[src/rtl/clic_nest_arbiter_pkg.sv]
// Shared defaults and the threshold-stack operation encoding for the nesting CLIC arbiter.
package clic_nest_arbiter_pkg;

  localparam int N_IRQ_DEF  = 8;
  localparam int PRIO_W_DEF = 3;
  localparam int DEPTH_DEF  = 4;

  // One operation per cycle on the threshold/stack; a take outranks a plain return or a direct write.
  typedef enum logic [2:0] {
    THR_HOLD,
    THR_PUSH,
    THR_POP,
    THR_CHAIN,
    THR_WRITE
  } thr_op_e;

endpackage

[src/rtl/clic_max_tree.sv]
// Combinational max-priority search over the candidate lines; equal priorities resolve to the higher index.
module clic_max_tree
  import clic_nest_arbiter_pkg::*;
#(
  parameter int N      = N_IRQ_DEF,
  parameter int PRIO_W = PRIO_W_DEF
) (
  input  logic [N-1:0]         cand,
  input  logic [PRIO_W-1:0]    prio [N],
  output logic                 found,
  output logic [$clog2(N)-1:0] id,
  output logic [PRIO_W-1:0]    best_prio
);

  localparam int IW = $clog2(N);

  // Scanning upward with >= lets a later (higher) index win a tie.
  always_comb begin
    found     = 1'b0;
    id        = '0;
    best_prio = '0;
    for (int i = 0; i < N; i++) begin
      if (cand[i] && (!found || prio[i] >= best_prio)) begin
        found     = 1'b1;
        id        = IW'(i);
        best_prio = prio[i];
      end
    end
  end

endmodule

[src/rtl/clic_nest_arbiter.sv]
// CLIC core: per-line config, level/edge pending capture, thresholded arbitration with a
// valid/ready offer, and a threshold stack that lets higher-priority lines pre-empt a handler.
module clic_nest_arbiter
  import clic_nest_arbiter_pkg::*;
#(
  parameter int N_IRQ  = N_IRQ_DEF,
  parameter int PRIO_W = PRIO_W_DEF,
  parameter int DEPTH  = DEPTH_DEF
) (
  input  logic                       clk,
  input  logic                       rst_n,
  input  logic [N_IRQ-1:0]           irq_i,
  input  logic                       cfg_we_i,
  input  logic [$clog2(N_IRQ)-1:0]   cfg_idx_i,
  input  logic [PRIO_W-1:0]          cfg_prio_i,
  input  logic                       cfg_en_i,
  input  logic                       cfg_edge_i,
  input  logic                       thr_we_i,
  input  logic [PRIO_W-1:0]          thr_i,
  output logic                       irq_valid_o,
  output logic [$clog2(N_IRQ)-1:0]   irq_id_o,
  output logic [PRIO_W-1:0]          irq_prio_o,
  input  logic                       irq_ready_i,
  input  logic                       ret_i,
  output logic [PRIO_W-1:0]          thr_o,
  output logic [$clog2(DEPTH+1)-1:0] depth_o
);

  localparam int IW = $clog2(N_IRQ);
  localparam int DW = $clog2(DEPTH + 1);
  localparam int SW = (DEPTH > 1) ? $clog2(DEPTH) : 1;

  typedef logic [PRIO_W-1:0] prio_t;
  typedef logic [IW-1:0]     index_t;
  typedef struct packed {
    prio_t prio;
    logic  en;
    logic  edge_mode;
  } cfg_t;

  cfg_t             cfg_q [N_IRQ];
  logic [N_IRQ-1:0] pending_q;
  logic [N_IRQ-1:0] irq_q;
  prio_t            thr_q;
  logic [DW-1:0]    depth_q;
  prio_t            stack_q [DEPTH];
  logic             valid_q;
  index_t           id_q;
  prio_t            prio_q;

  logic [N_IRQ-1:0] cand;
  prio_t            prio_vec [N_IRQ];
  logic             win_found;
  index_t           win_id;
  prio_t            win_prio;
  logic             take;
  logic             do_ret;
  logic             offer;
  thr_op_e          thr_op;
  logic [SW-1:0]    push_idx;
  logic [SW-1:0]    pop_idx;

  always_comb begin
    cand = '0;
    for (int i = 0; i < N_IRQ; i++) begin
      cand[i]     = pending_q[i] & cfg_q[i].en;
      prio_vec[i] = cfg_q[i].prio;
    end
  end

  clic_max_tree #(
    .N      (N_IRQ),
    .PRIO_W (PRIO_W)
  ) u_max_tree (
    .cand      (cand),
    .prio      (prio_vec),
    .found     (win_found),
    .id        (win_id),
    .best_prio (win_prio)
  );

  assign take     = valid_q & irq_ready_i;
  assign do_ret   = ret_i & (depth_q != '0);
  assign offer    = win_found && (win_prio > thr_q) && (depth_q < DW'(DEPTH));
  assign push_idx = SW'(depth_q);
  assign pop_idx  = SW'(depth_q - DW'(1));

  always_comb begin
    thr_op = THR_HOLD;
    if (take && do_ret)  thr_op = THR_CHAIN;
    else if (take)       thr_op = THR_PUSH;
    else if (do_ret)     thr_op = THR_POP;
    else if (thr_we_i)   thr_op = THR_WRITE;
  end

  always_ff @(posedge clk or negedge rst_n) begin
    if (!rst_n) begin
      for (int i = 0; i < N_IRQ; i++) cfg_q[i] <= '0;
    end else if (cfg_we_i) begin
      cfg_q[cfg_idx_i] <= '{prio: cfg_prio_i, en: cfg_en_i, edge_mode: cfg_edge_i};
    end
  end

  // Edge lines keep their bit until the core takes that id; a new edge in the take cycle wins.
  always_ff @(posedge clk or negedge rst_n) begin
    if (!rst_n) begin
      pending_q <= '0;
      irq_q     <= '0;
    end else begin
      irq_q <= irq_i;
      for (int i = 0; i < N_IRQ; i++) begin
        if (cfg_q[i].edge_mode)
          pending_q[i] <= (irq_i[i] & ~irq_q[i]) |
                          (pending_q[i] & ~(take && (id_q == IW'(i))));
        else
          pending_q[i] <= irq_i[i];
      end
    end
  end

  // The offer in flight during a take was computed against the old threshold, so it is dropped.
  always_ff @(posedge clk or negedge rst_n) begin
    if (!rst_n) begin
      valid_q <= 1'b0;
      id_q    <= '0;
      prio_q  <= '0;
    end else begin
      valid_q <= offer & ~take;
      if (offer && !take) begin
        id_q   <= win_id;
        prio_q <= win_prio;
      end
    end
  end

  always_ff @(posedge clk or negedge rst_n) begin
    if (!rst_n) begin
      thr_q   <= '0;
      depth_q <= '0;
      for (int i = 0; i < DEPTH; i++) stack_q[i] <= '0;
    end else begin
      case (thr_op)
        THR_PUSH: begin
          stack_q[push_idx] <= thr_q;
          thr_q             <= prio_q;
          depth_q           <= depth_q + DW'(1);
        end
        THR_POP: begin
          thr_q   <= stack_q[pop_idx];
          depth_q <= depth_q - DW'(1);
        end
        THR_CHAIN: thr_q <= prio_q;
        THR_WRITE: thr_q <= thr_i;
        default:   ;
      endcase
    end
  end

  assign irq_valid_o = valid_q;
  assign irq_id_o    = id_q;
  assign irq_prio_o  = prio_q;
  assign thr_o       = thr_q;
  assign depth_o     = depth_q;

endmodule
[config.mk]
export PLATFORM = sky130hd
export DESIGN_NAME = clic_nest_arbiter
export DESIGN_NICKNAME = d
export VERILOG_FILES = /design/src/rtl/clic_nest_arbiter_pkg.sv /design/src/rtl/clic_max_tree.sv /design/src/rtl/clic_nest_arbiter.sv
export SDC_FILE = /design/constraint.sdc
export NUM_CORES = 1
export LEC_CHECK = 0
export BUFFER_PORTS_ARGS = -buffer_cell sky130_fd_sc_hd__buf_2
export CAP_MARGIN = 5
export CORE_UTILIZATION = 54
export CTS_BUF_LIST = sky130_fd_sc_hd__clkbuf_16
export DETAILED_ROUTE_END_ITERATION = 16
export PLACE_DENSITY_LB_ADDON = 0.3
export SLEW_MARGIN = 5
export SYNTH_ARGS = -nofsm -noshare
export SYNTH_HDL_FRONTEND = slang
export SYNTH_SLANG_ARGS = --single-unit
[constraint.sdc]
create_clock -name clk -period 10.9 [get_ports clk]
set_input_delay 2.18 -clock clk [delete_from_list [all_inputs] [get_ports clk]]
set_output_delay 2.18 -clock clk [all_outputs]
set_load 0.01 [all_outputs]
---- After elaboration in Yosys (flattened, before gate mapping) ----
Index checks and enable logic that the tools add are counted.
operators by class
  $add $sub $neg .......................... 2
  magnitude comparators ................... 14
  eq/ne operators ......................... 11
  mux-type cells .......................... 46
  bitwise gates (word level) .............. 55
  reduce and logical (&&, ||, !) cells .... 41
operators by type and width
  kind                                                             count
  3-bit two-way mux                                                19
  40-bit bitwise mux                                               1
  1-bit bitwise AND                                                27
  3-bit greater-or-equal comparator                                7
  1-bit logical AND                                                21
  1-bit two-way mux                                                17
  1-bit inverter                                                   17
  5-bit demux with 3-bit select                                    1
  3-bit == test, second input constant                             5
  12-bit bitwise mux                                               1
  3-bit by 2-bit == test with 1-bit output, second input constant  4
  3-bit case mux with 3 select lines                               1
  1-bit logical NOT                                                8
  1-bit bitwise OR                                                 8
  1-bit logical OR                                                 7
  3-bit binary-select mux with 2-bit select                        1
  3-bit demux with 2-bit select                                    1
  3-bit by 1-bit == test with 1-bit output, second input constant  2
  3-bit greater-or-equal comparator, second input constant         2
  2-bit inverter with 3-bit output                                 2
  3-bit case mux with 2 select lines                               1
  3-bit nonzero test                                               2
  5-bit two-way mux                                                1
  4-bit greater-or-equal comparator, second input constant         1
  11 further kinds                                                 12
word-level totals
  flip-flop bits (word level) ............. 81
  bits of input ports ..................... 25
  output and inout bits ................... 13
  logic and storage cells ................. 204

---- Logic depth before layout (Yosys ltp) ----
Gate-level depths: netlist of the first run.
  depth after elaboration ................. 34
  depth in mapped cells ................... 50
  mapped depth without buffers ............ 50

---- Modules after synthesis ----
A second synthesis of the first run with hierarchy kept.
second synthesis, totals
  cell total of the unflattened synthesis .. 394
  area total of the unflattened synthesis .. 4499.3 um2
modules (own cells, without submodules)
  module             times used  cells an instance  area an instance (um2)  sequential area each (um2)
  clic_nest_arbiter  1           250                3447.1                  2026.9
  clic_max_tree      1           144                1052.3                  0.0

---- Worst setup path before layout of the first run ----
Ideal clock, no wire load.
  path type ............................... reg2reg
  from .................................... register cfg_q[36] (netlist bit)
  to ...................................... register prio_q[1] (netlist: irq_prio_o[1])
  setup time .............................. 0.125 ns
  arrival time ............................ 11.237 ns
  data required time ...................... 10.775 ns
  slack ................................... -0.461 ns
  cell stages (with the launch flop) ...... 47
  buffers on the path ..................... 1
  period minus slack after synthesis ...... 11.361 ns
  cell sequence ........................... dfrtp_1 and3_1 ha_1 nand2b_4 a2111oi_4 nor2b_2 a22o_2 ha_1 or3b_1 a211oi_2 or2_2 nor2_1 or2_2 ha_1 a21oi_1 o21ai_2 o31ai_1 ha_1 [... 11 more ...] ha_1 nand2b_1 o2111ai_1 nand2_1 nor3_4 mux2_2 ha_1 nand2b_1 a21oi_1 nor2b_1 o311ai_1 mux2_2 ha_1 a311o_1 a211o_1 clkbuf_1 inv_1 mux2_2
on the way
  word-level cells in the longest chain between the ends .. 34
  elaborated cells between the ends (all ways) .. 49
  classes of those cells .................. order compare (8); mux (16); bitwise (1); reduce/logical (24)
ends and longest elaborated chain
  element                                                                        RTL line                  text
  start: declaration                                                             clic_nest_arbiter.sv:41   cfg_t cfg_q [N_IRQ];
  start signal: indexed assignment                                               clic_nest_arbiter.sv:100  cfg_q[cfg_idx_i] <= '{prio: cfg_prio_i, en: cfg_en_i, edge_mode: cfg_edge_i};
  1-bit bitwise AND *                                                            clic_nest_arbiter.sv:66   cand[i] = pending_q[i] & cfg_q[i].en;
  3-bit two-way mux / 1-bit two-way mux (equally long branches)                  clic_max_tree.sv:23       if (cand[i] && (!found || prio[i] >= best_prio)) begin
  3-bit greater-or-equal comparator / 1-bit logical NOT (equally long branches)  clic_max_tree.sv:23
  1-bit logical OR                                                               clic_max_tree.sv:23
  1-bit logical AND                                                              clic_max_tree.sv:23
  3-bit two-way mux / 1-bit two-way mux (equally long branches)                  clic_max_tree.sv:23
  3-bit greater-or-equal comparator / 1-bit logical NOT (equally long branches)  clic_max_tree.sv:23
  1-bit logical OR                                                               clic_max_tree.sv:23
  [... 18 more ...]                                                              --
  3-bit greater-or-equal comparator / 1-bit logical NOT (equally long branches)  clic_max_tree.sv:23
  1-bit logical OR                                                               clic_max_tree.sv:23
  1-bit logical AND                                                              clic_max_tree.sv:23
  3-bit two-way mux *                                                            clic_max_tree.sv:23
  via u_max_tree.best_prio[1]                                                    clic_max_tree.sv:12       output logic [PRIO_W-1:0] best_prio
  3-bit greater-than comparator                                                  clic_nest_arbiter.sv:84   assign offer = win_found && (win_prio > thr_q) && (depth_q < DW'(DEPTH));
  1-bit logical AND (2 in a row)                                                 clic_nest_arbiter.sv:84
  1-bit logical AND                                                              clic_nest_arbiter.sv:129  if (offer && !take) begin
  end signal: assignment                                                         clic_nest_arbiter.sv:131  prio_q <= win_prio;
  end: declaration                                                               clic_nest_arbiter.sv:49   prio_t prio_q;
The timed path passes the listed nets; every way through them passes the cells marked *.
A chain may end at the register's enable or synchronous reset.

---- Final worst setup path of the first run ----
  from .................................... register pending_q[0]
  to ...................................... register id_q[2] (netlist: irq_id_o[2])
on the way
  word-level cells in the longest chain between the ends .. 34
  elaborated cells between the ends (all ways) .. 53
  classes of those cells .................. order compare (8); mux (20); bitwise (1); reduce/logical (24)
ends and longest elaborated chain
  element                                                                        RTL line                  text
  start: declaration                                                             clic_nest_arbiter.sv:42   logic [N_IRQ-1:0] pending_q;
  start signal: indexed assignment                                               clic_nest_arbiter.sv:113  pending_q[i] <= (irq_i[i] & ~irq_q[i]) |
  start signal: indexed assignment                                               clic_nest_arbiter.sv:116  pending_q[i] <= irq_i[i];
  1-bit bitwise AND *                                                            clic_nest_arbiter.sv:66
  3-bit two-way mux / 1-bit two-way mux (equally long branches)                  clic_max_tree.sv:23
  3-bit greater-or-equal comparator / 1-bit logical NOT (equally long branches)  clic_max_tree.sv:23
  1-bit logical OR                                                               clic_max_tree.sv:23
  1-bit logical AND                                                              clic_max_tree.sv:23
  3-bit two-way mux / 1-bit two-way mux (equally long branches)                  clic_max_tree.sv:23
  3-bit greater-or-equal comparator / 1-bit logical NOT (equally long branches)  clic_max_tree.sv:23
  1-bit logical OR                                                               clic_max_tree.sv:23
  [... 17 more ...]                                                              --
  3-bit two-way mux / 1-bit two-way mux (equally long branches)                  clic_max_tree.sv:23
  3-bit greater-or-equal comparator / 1-bit logical NOT (equally long branches)  clic_max_tree.sv:23
  1-bit logical OR                                                               clic_max_tree.sv:23
  1-bit logical AND                                                              clic_max_tree.sv:23
  3-bit two-way mux                                                              clic_max_tree.sv:23
  3-bit greater-than comparator                                                  clic_nest_arbiter.sv:84
  1-bit logical AND (2 in a row)                                                 clic_nest_arbiter.sv:84
  1-bit logical AND                                                              clic_nest_arbiter.sv:129
  end signal: assignment                                                         clic_nest_arbiter.sv:130  id_q <= win_id;
  end: declaration                                                               clic_nest_arbiter.sv:48   index_t id_q;
Mark *: on every way between the ends. The rest lies on a longest branch, timed or not.

==> results of run 1 <==
==> cell families after synthesis <==
logic type,count (synthesis)
adders and majority gates,29
AOI/OAI and AO/OA,80
muxes,60
DFF,81
buffers and inverters,27
xor gates and xnor gates,3
and+or+nand+nor,101
==> Yosys cell counts (all sizes together), types with 4 or more instances <==
| master | instances |
|---|---|
| o21ai | 20 |
| and3 | 7 |
| dfrtp | 81 |
| ha | 28 |
| nand3 | 7 |
| nand2b | 7 |
| or2 | 4 |
| nor2b | 4 |
| a31oi | 5 |
| a32o | 8 |
| a21o | 4 |
| mux2 | 54 |
| inv | 23 |
| nor2 | 14 |
| a21oi | 14 |
| nand2 | 42 |
| nor3 | 6 |
| clkbuf | 4 |
==> state kept, by name (all words and copies together) (netlist names) <==
register and cells:
depth_o 3, irq_valid_o 1, irq_id_o 3, thr_o 3, pending_q 8, stack_q 12, irq_q 8, cfg_q 40
irq_prio_o 3
==> per-stage QoR <==
step | cells | power [mW] | hold slack (ps)
floorplan | 381 | 0.870 | 475
global placement | 522 | 1.01 | 485
detailed placement | 522 | 1.04 | 493
CTS | 545 | 1.39 | 508
global route | 557 | 1.66 | 520
finish | 557 | 1.58 | 504
==> worst paths after layout <==
| kind | slack, ps | depth (start not counted) | to |
|---|---|---|---|
| max in group asynchronous | 8180 | 1 | cfg_q[37] |
| min in group asynchronous | 2000 | 1 | cfg_q[5] |
| hold / removal | 500 | 1 | stack_q[8] |
| setup reg to reg | 160 | 50 | irq_id_o[2] |
| setup / recovery | 160 | 50 | irq_id_o[2] |
| hold reg to reg | 500 | 1 | stack_q[8] |
==> metal layers <==
metal | wire [um] | track usage | share of wire | vias to the layer above
li1 | - | - | - | 1546
met1 | 4620 | 0.328 | 0.42 | 1646
met2 | 5400 | 0.434 | 0.49 | 108
met3 | 530 | 0.0506 | 0.048 | 31
met4 | 387 | 0.122 | 0.035 | 0
met5 | 0 | 0 | 0 | -
==> cell type report <==
type                    count  area (um2)  area share
clock buffers               9         225      0.0412
clock inverters             7        71.3      0.0131
inverters                  23        86.3      0.0158
multi-input cells         273        2530       0.463
flip-flops and latches     81        2030       0.372
well taps                 102         128      0.0234
repair buffers             62         390      0.0715
==> where the power goes <==
| part | total (mW) | switching (mW) | internal, mW |
|---|---|---|---|
| clock network | 0.304 | 0.126 | 0.177 |
| logic | 0.801 | 0.389 | 0.413 |
| registers | 0.470 | 0.0858 | 0.385 |
==> repair_timing <==
item                                    4_1_cts  5_1_grt
hold endpoints to repair                      0        0
pin swaps                                     8       29
hold buffers                                  0        0
buffers inserted                              7       12
resized for setup                            16       46
endpoints found under the setup margin        7        7
gates cloned                                  0        0
==> qor.txt, run 1 <==
GRT Residual Overflow -> 0
Post-Synth Simple-Gate Area -> 0.117
Fraction of layout cells with a size suffix above 1 -> 0.411
Max-cap violations -> 0
Port Buffers -> 37
GPL Wtd Cong -> 0.882
Antenna diode count -> 0
DP HPWL -> 7190 um
Rel. slew slack -> 0.291
Worst hold path type -> reg2reg
Top cell type's share of synthesized area -> 0.466
Initial antenna violation count -> 0
Mux contribution to synthesized area -> 0.163
Initial cell density of the core -> 0.560
Crit-path most repeated cell -> ha_1
Routed len/inst -> 19.6 um
First-pass GRT wire length -> 16500 um
Ys async rst share -> 1.00
Fraction of the cycle the final worst path needs -> 0.986
Vias -> 3331
Yosys warns -> 0
Hold path startpoint -> stack_q[8]
Post-synthesis compound-gate area fraction -> 0.141
Commonest non-fill, non-tap cell in the layout -> dfrtp_1
Setup Crit Path Kind -> reg2reg
Area growth from synthesis to layout -> 25.5%
TritonCTS clock tree -> built
Largest family of logic cells by synthesized area -> multiplexers
Synth area leader -> dfrtp_1
Row cnt -> 32
CP delay by family, top -> compound AO/OA/AOI/OAI gates
Dpl ws -> -223 ps
Distinct cells, synth -> 55
Worst Path Required -> 11140 ps
FF-to-FF Start -> pending_q[0]
Fin. Hold Viols -> 0
Vias in the first global route -> 3273
Clk sinks -> 81
Worst stage delay on the critical path -> 440 ps
Min cycle time layout -> 10740 ps
Synthesized area -> 4350 um2
DRC errors left -> 0
Synth Instances -> 381
CTS root buffer -> clkbuf_16
CP bufs+invs -> 8
Most used DFF post-synth -> dfrtp_1
Synth Area in Adders -> 0.0829
Die Height -> 91.7 um
Post-route setup slack -> 157 ps
Register area share after synthesis -> 0.466
Top post-synthesis cells by area -> dfrtp_1 (47%), mux2_2 (14%), ha_1 (8.1%)
Post-Syn Nets -> 434
Chip Width -> 91.7 um
Largest net degree at the start of global routing -> 82
Worst-Skew Late Latency -> 340 ps
Setup TNS -> 0 ps
Drt initial violations -> 195
PwrDens -> 289 nW/um2
Post-route cell area -> 5460 um2
Mean post-synth cell area -> 11.4 um2
CTS Buf Count -> 9
Endpoints failing setup -> 0
Post-Route Skew -> 8.26 ps
XOR/XNOR share of the synthesized area -> 0.00604
Clock Path Buffers -> 2
Tightest Pin Transition -> 1060 ps
EDFF count, synth -> 0
Ports -> 38
Worst Path Arrival -> 10980 ps
Most frequent cells in the layout -> dfrtp_1 (79), mux2_2 (49), nand2_1 (40)
Via density -> 5.98
CTS clk-pin slew, worst paths -> 60 ps
Critical Path Fanout Max -> 6
GRT Util Overall -> 0.261
Final ANT Viol Nets -> 0
IR drop worst, VDD -> 0.136 mV
Max-slew violations -> 0
CP endpoint kind -> flop
Fmax -> 93.1 MHz
Depth of the CTS H-tree -> 3
Critical Path Start Type -> flop
Critical Path Source -> pending_q[0]
Static leakage -> 2.47 nW
Final wirelength -> 10900 um
Critical path's slowest cell -> dfrtp_2
Post-layout util -> 0.703
Status -> completed
Synthesis-stage register bit count -> 81
Fin nets -> 503
Die ar. -> 8420 um2
Fillers -> 553
Core Box Area -> 7770 um2
DRT Pass-1 Iters -> 4
Post-DP Area -> 4710 um2
No activity file was read; power rests on OpenSTA's default activity.
==> inputs of run 2 (changes only) <==
- BUFFER_PORTS_ARGS: -buffer_cell sky130_fd_sc_hd__buf_2 -> -buffer_cell sky130_fd_sc_hd__buf_4
==> qor.txt, run 2 (synthesis gave the netlist of run 1 again) <==
Commonest non-fill, non-tap cell in the layout -> dfrtp_1
DRT Pass-1 Iters -> 4
Clock share of power -> 0.182
CTS Buf Count -> 9
Clk sinks -> 81
Min cycle time layout -> 10890 ps
Power Total -> 1.52 mW
Multi-input logic area -> 2470 um2
# hold bufs at CTS -> 0
Tightest Pin Transition -> 1150 ps
Largest net degree at the start of global routing -> 82
Rel. slew slack -> 0.234
PwrDens -> 280 nW/um2
First-pass GRT wire length -> 16000 um
Initial antenna violation count -> 0
CTS root buffer -> clkbuf_16
Fin nets -> 501
GPL Wtd Cong -> 0.949
Core Box Area -> 7770 um2
Routed len/inst -> 19.3 um
Final ANT Viol Nets -> 0
Worst Path Required -> 11130 ps
CP endpoint kind -> flop
Worst stage delay on the critical path -> 430 ps
Max-slew violations -> 0
Max reg flops -> 40
Post-route cell area -> 5440 um2
Ports -> 38
Worst Path Arrival -> 11120 ps
Row cnt -> 32
Vias in the first global route -> 3230
Worst hold path type -> reg2reg
Post-Route Skew -> 9.57 ps
Dpl cells -> 523
Setup Crit Path Kind -> reg2reg
Register Area -> 2030 um2
Comb pwr share -> 0.509
Via density -> 6.05
Area growth from synthesis to layout -> 25.1%
Fin. Hold Viols -> 0
Setup TNS -> 0 ps
TritonCTS clock tree -> built
Final wirelength -> 10700 um
Static leakage -> 2.45 nW
Flop pwr share -> 0.309
Post-layout util -> 0.700
Top flop regs -> cfg_q (40), stack_q (12)
Die Height -> 91.7 um
Clock Path Buffers -> 2
Antenna diode count -> 0
Layout Cells excl Fill -> 555
Vias -> 3359
Status -> completed
Met2 GRT Util -> 0.439
P_sw -> 0.576 mW
Switching share of power -> 0.379
Layer with the highest usage -> met2
CTS clk-pin slew, worst paths -> 60 ps
Fraction of the cycle the final worst path needs -> 0.999
Max-cap violations -> 0
IR drop worst, VDD -> 0.112 mV
Post-DP Area -> 4810 um2
Fillers -> 562
Critical path's slowest cell -> a2111oi_4
Crit-path most repeated cell -> ha_1
Endpoints failing setup -> 0
Port Buffers -> 37
Top reg by flops -> cfg_q
Critical Path Fanout Max -> 7
Most frequent cells in the layout -> dfrtp_1 (81), buf_4 (58), mux2_2 (49)
DRC errors left -> 0
Grt met1 use -> 0.309
Met3 GRT Util -> 0.0473
Drt initial violations -> 179
Depth of the CTS H-tree -> 3
Internal power -> 0.945 mW
GRT Residual Overflow -> 0
DP HPWL -> 7070 um
Die ar. -> 8420 um2
Critical Path Start Type -> flop
Fraction of layout cells with a size suffix above 1 -> 0.386
Initial cell density of the core -> 0.560
GRT Util Overall -> 0.251
Fmax -> 91.8 MHz
Chip Width -> 91.7 um
Worst-Skew Late Latency -> 340 ps
run 2: layout make-up:
class | count | area share
Multi-Input combinational cell | 273 | 0.454
Sequential cell | 81 | 0.373
Timing Repair Buffer | 60 | 0.0842
Clock buffer | 9 | 0.0414
Tap cell | 102 | 0.0235
Inverter | 23 | 0.0159
Clock inverter | 7 | 0.00851
run 2: per-stage QoR:
step	hold slack (ps)	worst slack [ps]
global placement	486	189
floorplan	475	54.9
detailed placement	492	-137
global route	524	-378
CTS	507	37.0
finish	505	6.91
run 2: power groups by stage:
| stage | sequential (mW) | clock, mW | combinational, mW |
|---|---|---|---|
| 6_report | 0.470 | 0.277 | 0.774 |
| 5_1_grt | 0.482 | 0.294 | 0.838 |
| 4_1_cts | 0.466 | 0.281 | 0.598 |
| 3_5_place_dp | 0.471 | 0 | 0.579 |
| 3_3_place_gp | 0.467 | 0 | 0.555 |
| 2_1_floorplan | 0.456 | 0 | 0.414 |
run 2: layer usage:
layer	vias to the layer above	wire length, um
li1	1533	-
met4	0	254
met2	102	5540
met5	-	0
met3	26	521
met1	1698	4380
run 2: path summary, 6_finish.rpt:
kind | endpoint | slack [ps] | start | cells past startpoint
max in group asynchronous | cfg_q[36] | 8260 | rst_n | 1
min in group asynchronous | cfg_q[5] | 2010 | rst_n | 1
max reg2reg | irq_prio_o[1] | 7 | cfg_q[36] | 48
min | stack_q[0] | 510 | stack_q[0] | 1
max | irq_prio_o[1] | 7 | cfg_q[36] | 48
min reg2reg | stack_q[0] | 510 | stack_q[0] | 1
run 2: worst max-delay path, delay by kind of cell, from the launching register on:
family | cells | cell delay [ps]
and+or+nand+nor | 15 | 2190
adders and majority gates | 8 | 2190
AOI/OAI and AO/OA | 15 | 3810
muxes | 5 | 1500
buffers and inverters | 5 | 710
DFF | 1 | 390
run 2: repair_timing:
action	4_1_cts	5_1_grt
pin swaps	1	24
resized for setup	2	42
endpoints found under the hold margin	0	0
buffers inserted	3	13
endpoints found under the setup margin	6	7
==> inputs of run 3 (changes only) <==
- CORE_UTILIZATION: 54 -> 60
- clock period: 10.9 -> 10.6 ns (I/O delays scaled with it)
==> qor.txt, run 3 (synthesis gave the netlist of run 1 again) <==
Endpoints failing setup -> 6
Max reg flops -> 40
Worst Path Arrival -> 10970 ps
Ports -> 38
GRT Util Overall -> 0.316
Port Buffers -> 37
Initial antenna violation count -> 0
Die ar. -> 7590 um2
Worst Path Required -> 10830 ps
Drt initial violations -> 198
FF-to-FF path depth -> 50
# hold bufs at CTS -> 0
Row cnt -> 30
Die Height -> 87.1 um
Routed len/inst -> 22.1 um
Final wirelength -> 12300 um
CP endpoint kind -> flop
Fraction of the cycle the final worst path needs -> 1.01
PwrDens -> 304 nW/um2
Most frequent cells in the layout -> dfrtp_1 (81), buf_4 (67), mux2_2 (48)
Depth of the CTS H-tree -> 3
Failing checks -> negative setup slack
Final ANT Viol Nets -> 0
Hold_ws -> 509 ps
Clock Path Buffers -> 2
Critical path's slowest cell -> a2111oi_4
Top reg by flops -> cfg_q
Worst stage delay on the critical path -> 430 ps
Top flop regs -> cfg_q (40), stack_q (12)
First-pass GRT wire length -> 17600 um
Internal power -> 1.04 mW
Post-layout util -> 0.825
Area growth from synthesis to layout -> 31.0%
Hold path startpoint -> stack_q[8]
CTS Buf Count -> 9
Setup TNS -> -456 ps
WHS Endpoint -> stack_q[8]
Hold path cells -> 1
Min cycle time layout -> 10740 ps
Fraction of layout cells with a size suffix above 1 -> 0.443
Critical Path Start Type -> flop
Fmax -> 93.1 MHz
Comb pwr share -> 0.544
Largest net degree at the start of global routing -> 82
Worst-Skew Late Latency -> 340 ps
Via density -> 6.43
Static leakage -> 2.54 nW
CP bufs+invs -> 4
CP delay by family, top -> compound AO/OA/AOI/OAI gates
Rel. slew slack -> 0.317
Initial cell density of the core -> 0.630
Status -> finished, violations left
Core Box Area -> 6910 um2
GPL Wtd Cong -> 0.915
TritonCTS clock tree -> built
Power Total -> 1.73 mW
RSZ-0062 raised after global routing -> yes
DRT Pass-1 Iters -> 5
Clk sinks -> 81
Vias in the first global route -> 3447
DRC errors left -> 0
Worst hold path type -> reg2reg
Antenna diode count -> 0
Critical Path Fanout Max -> 8
R2R Path End -> irq_prio_o[0]
Setup Crit Path Kind -> reg2reg
Post-route setup slack -> -136 ps
Fin. Hold Viols -> 0
Max-slew violations -> 0
Vias -> 3594
Dpl ws -> -195 ps
DP HPWL -> 7370 um
Chip Width -> 87.1 um
Commonest non-fill, non-tap cell in the layout -> dfrtp_1
P_sw -> 0.690 mW
Crit-path most repeated cell -> ha_4
IR drop worst, VDD -> 0.136 mV
CTS clk-pin slew, worst paths -> 70 ps
Flop pwr share -> 0.285
FF-to-FF Start -> pending_q[0]
Switching share of power -> 0.398
Worst reg2reg setup slack -> -140 ps
Tightest Pin Transition -> 1020 ps
GRT Residual Overflow -> 0
Post-Route Skew -> 9.39 ps
Fin nets -> 511
Max-cap violations -> 0
Fillers -> 382
Clock share of power -> 0.171
CTS root buffer -> clkbuf_16
## run 3: routing by layer
layer / vias to the layer above / wire [um] / track usage
li1: 1562 / - / -
met1: 1827 / 5020 / 0.401
met2: 156 / 6210 / 0.536
met3: 49 / 612 / 0.0607
met4: 0 / 498 / 0.125
met5: - / 0 / 0
## run 3: power groups by stage
stage	clock network [mW]	registers [mW]	logic [mW]
2_1_floorplan	0	0.469	0.472
3_3_place_gp	0	0.482	0.620
3_5_place_dp	0	0.488	0.646
4_1_cts	0.293	0.483	0.736
5_1_grt	0.310	0.502	1.01
6_report	0.296	0.494	0.942
## run 3: per-stage QoR
| step | cells | cell area (um2) |
|---|---|---|
| 2_1_floorplan | 381 | 4430 |
| 3_3_place_gp | 521 | 4890 |
| 3_5_place_dp | 521 | 4890 |
| 4_1_cts | 552 | 5340 |
| 5_1_grt | 559 | 5700 |
| 6_report | 559 | 5700 |
## run 3: layout make-up
type	instances	area [um2]	share of cell area
Inverter	23	86.3	0.0152
Clock inverter	7	52.6	0.00922
Sequential cell	81	2030	0.356
Multi-Input combinational cell	273	2650	0.465
Clock buffer	9	225	0.0395
Timing Repair Buffer	70	537	0.0942
Tap cell	96	120	0.0211
## run 3: what timing repair did
item | in CTS | in global routing
endpoints found under the setup margin | 6 | 7
setup buffers | 15 | 8
resized for setup | 12 | 47
pin swaps | 18 | 28
## run 3: worst max-delay path by stage
stage | from | to | cells after the start
global route | cfg_q[36] | irq_prio_o[0] | 50
finish | pending_q[0] | irq_prio_o[0] | 50
global placement | cfg_q[36] | irq_id_o[0] | 47
floorplan | cfg_q[36] | irq_prio_o[0] | 46
CTS | cfg_q[36] | irq_id_o[0] | 48
detailed placement | cfg_q[36] | irq_id_o[0] | 47
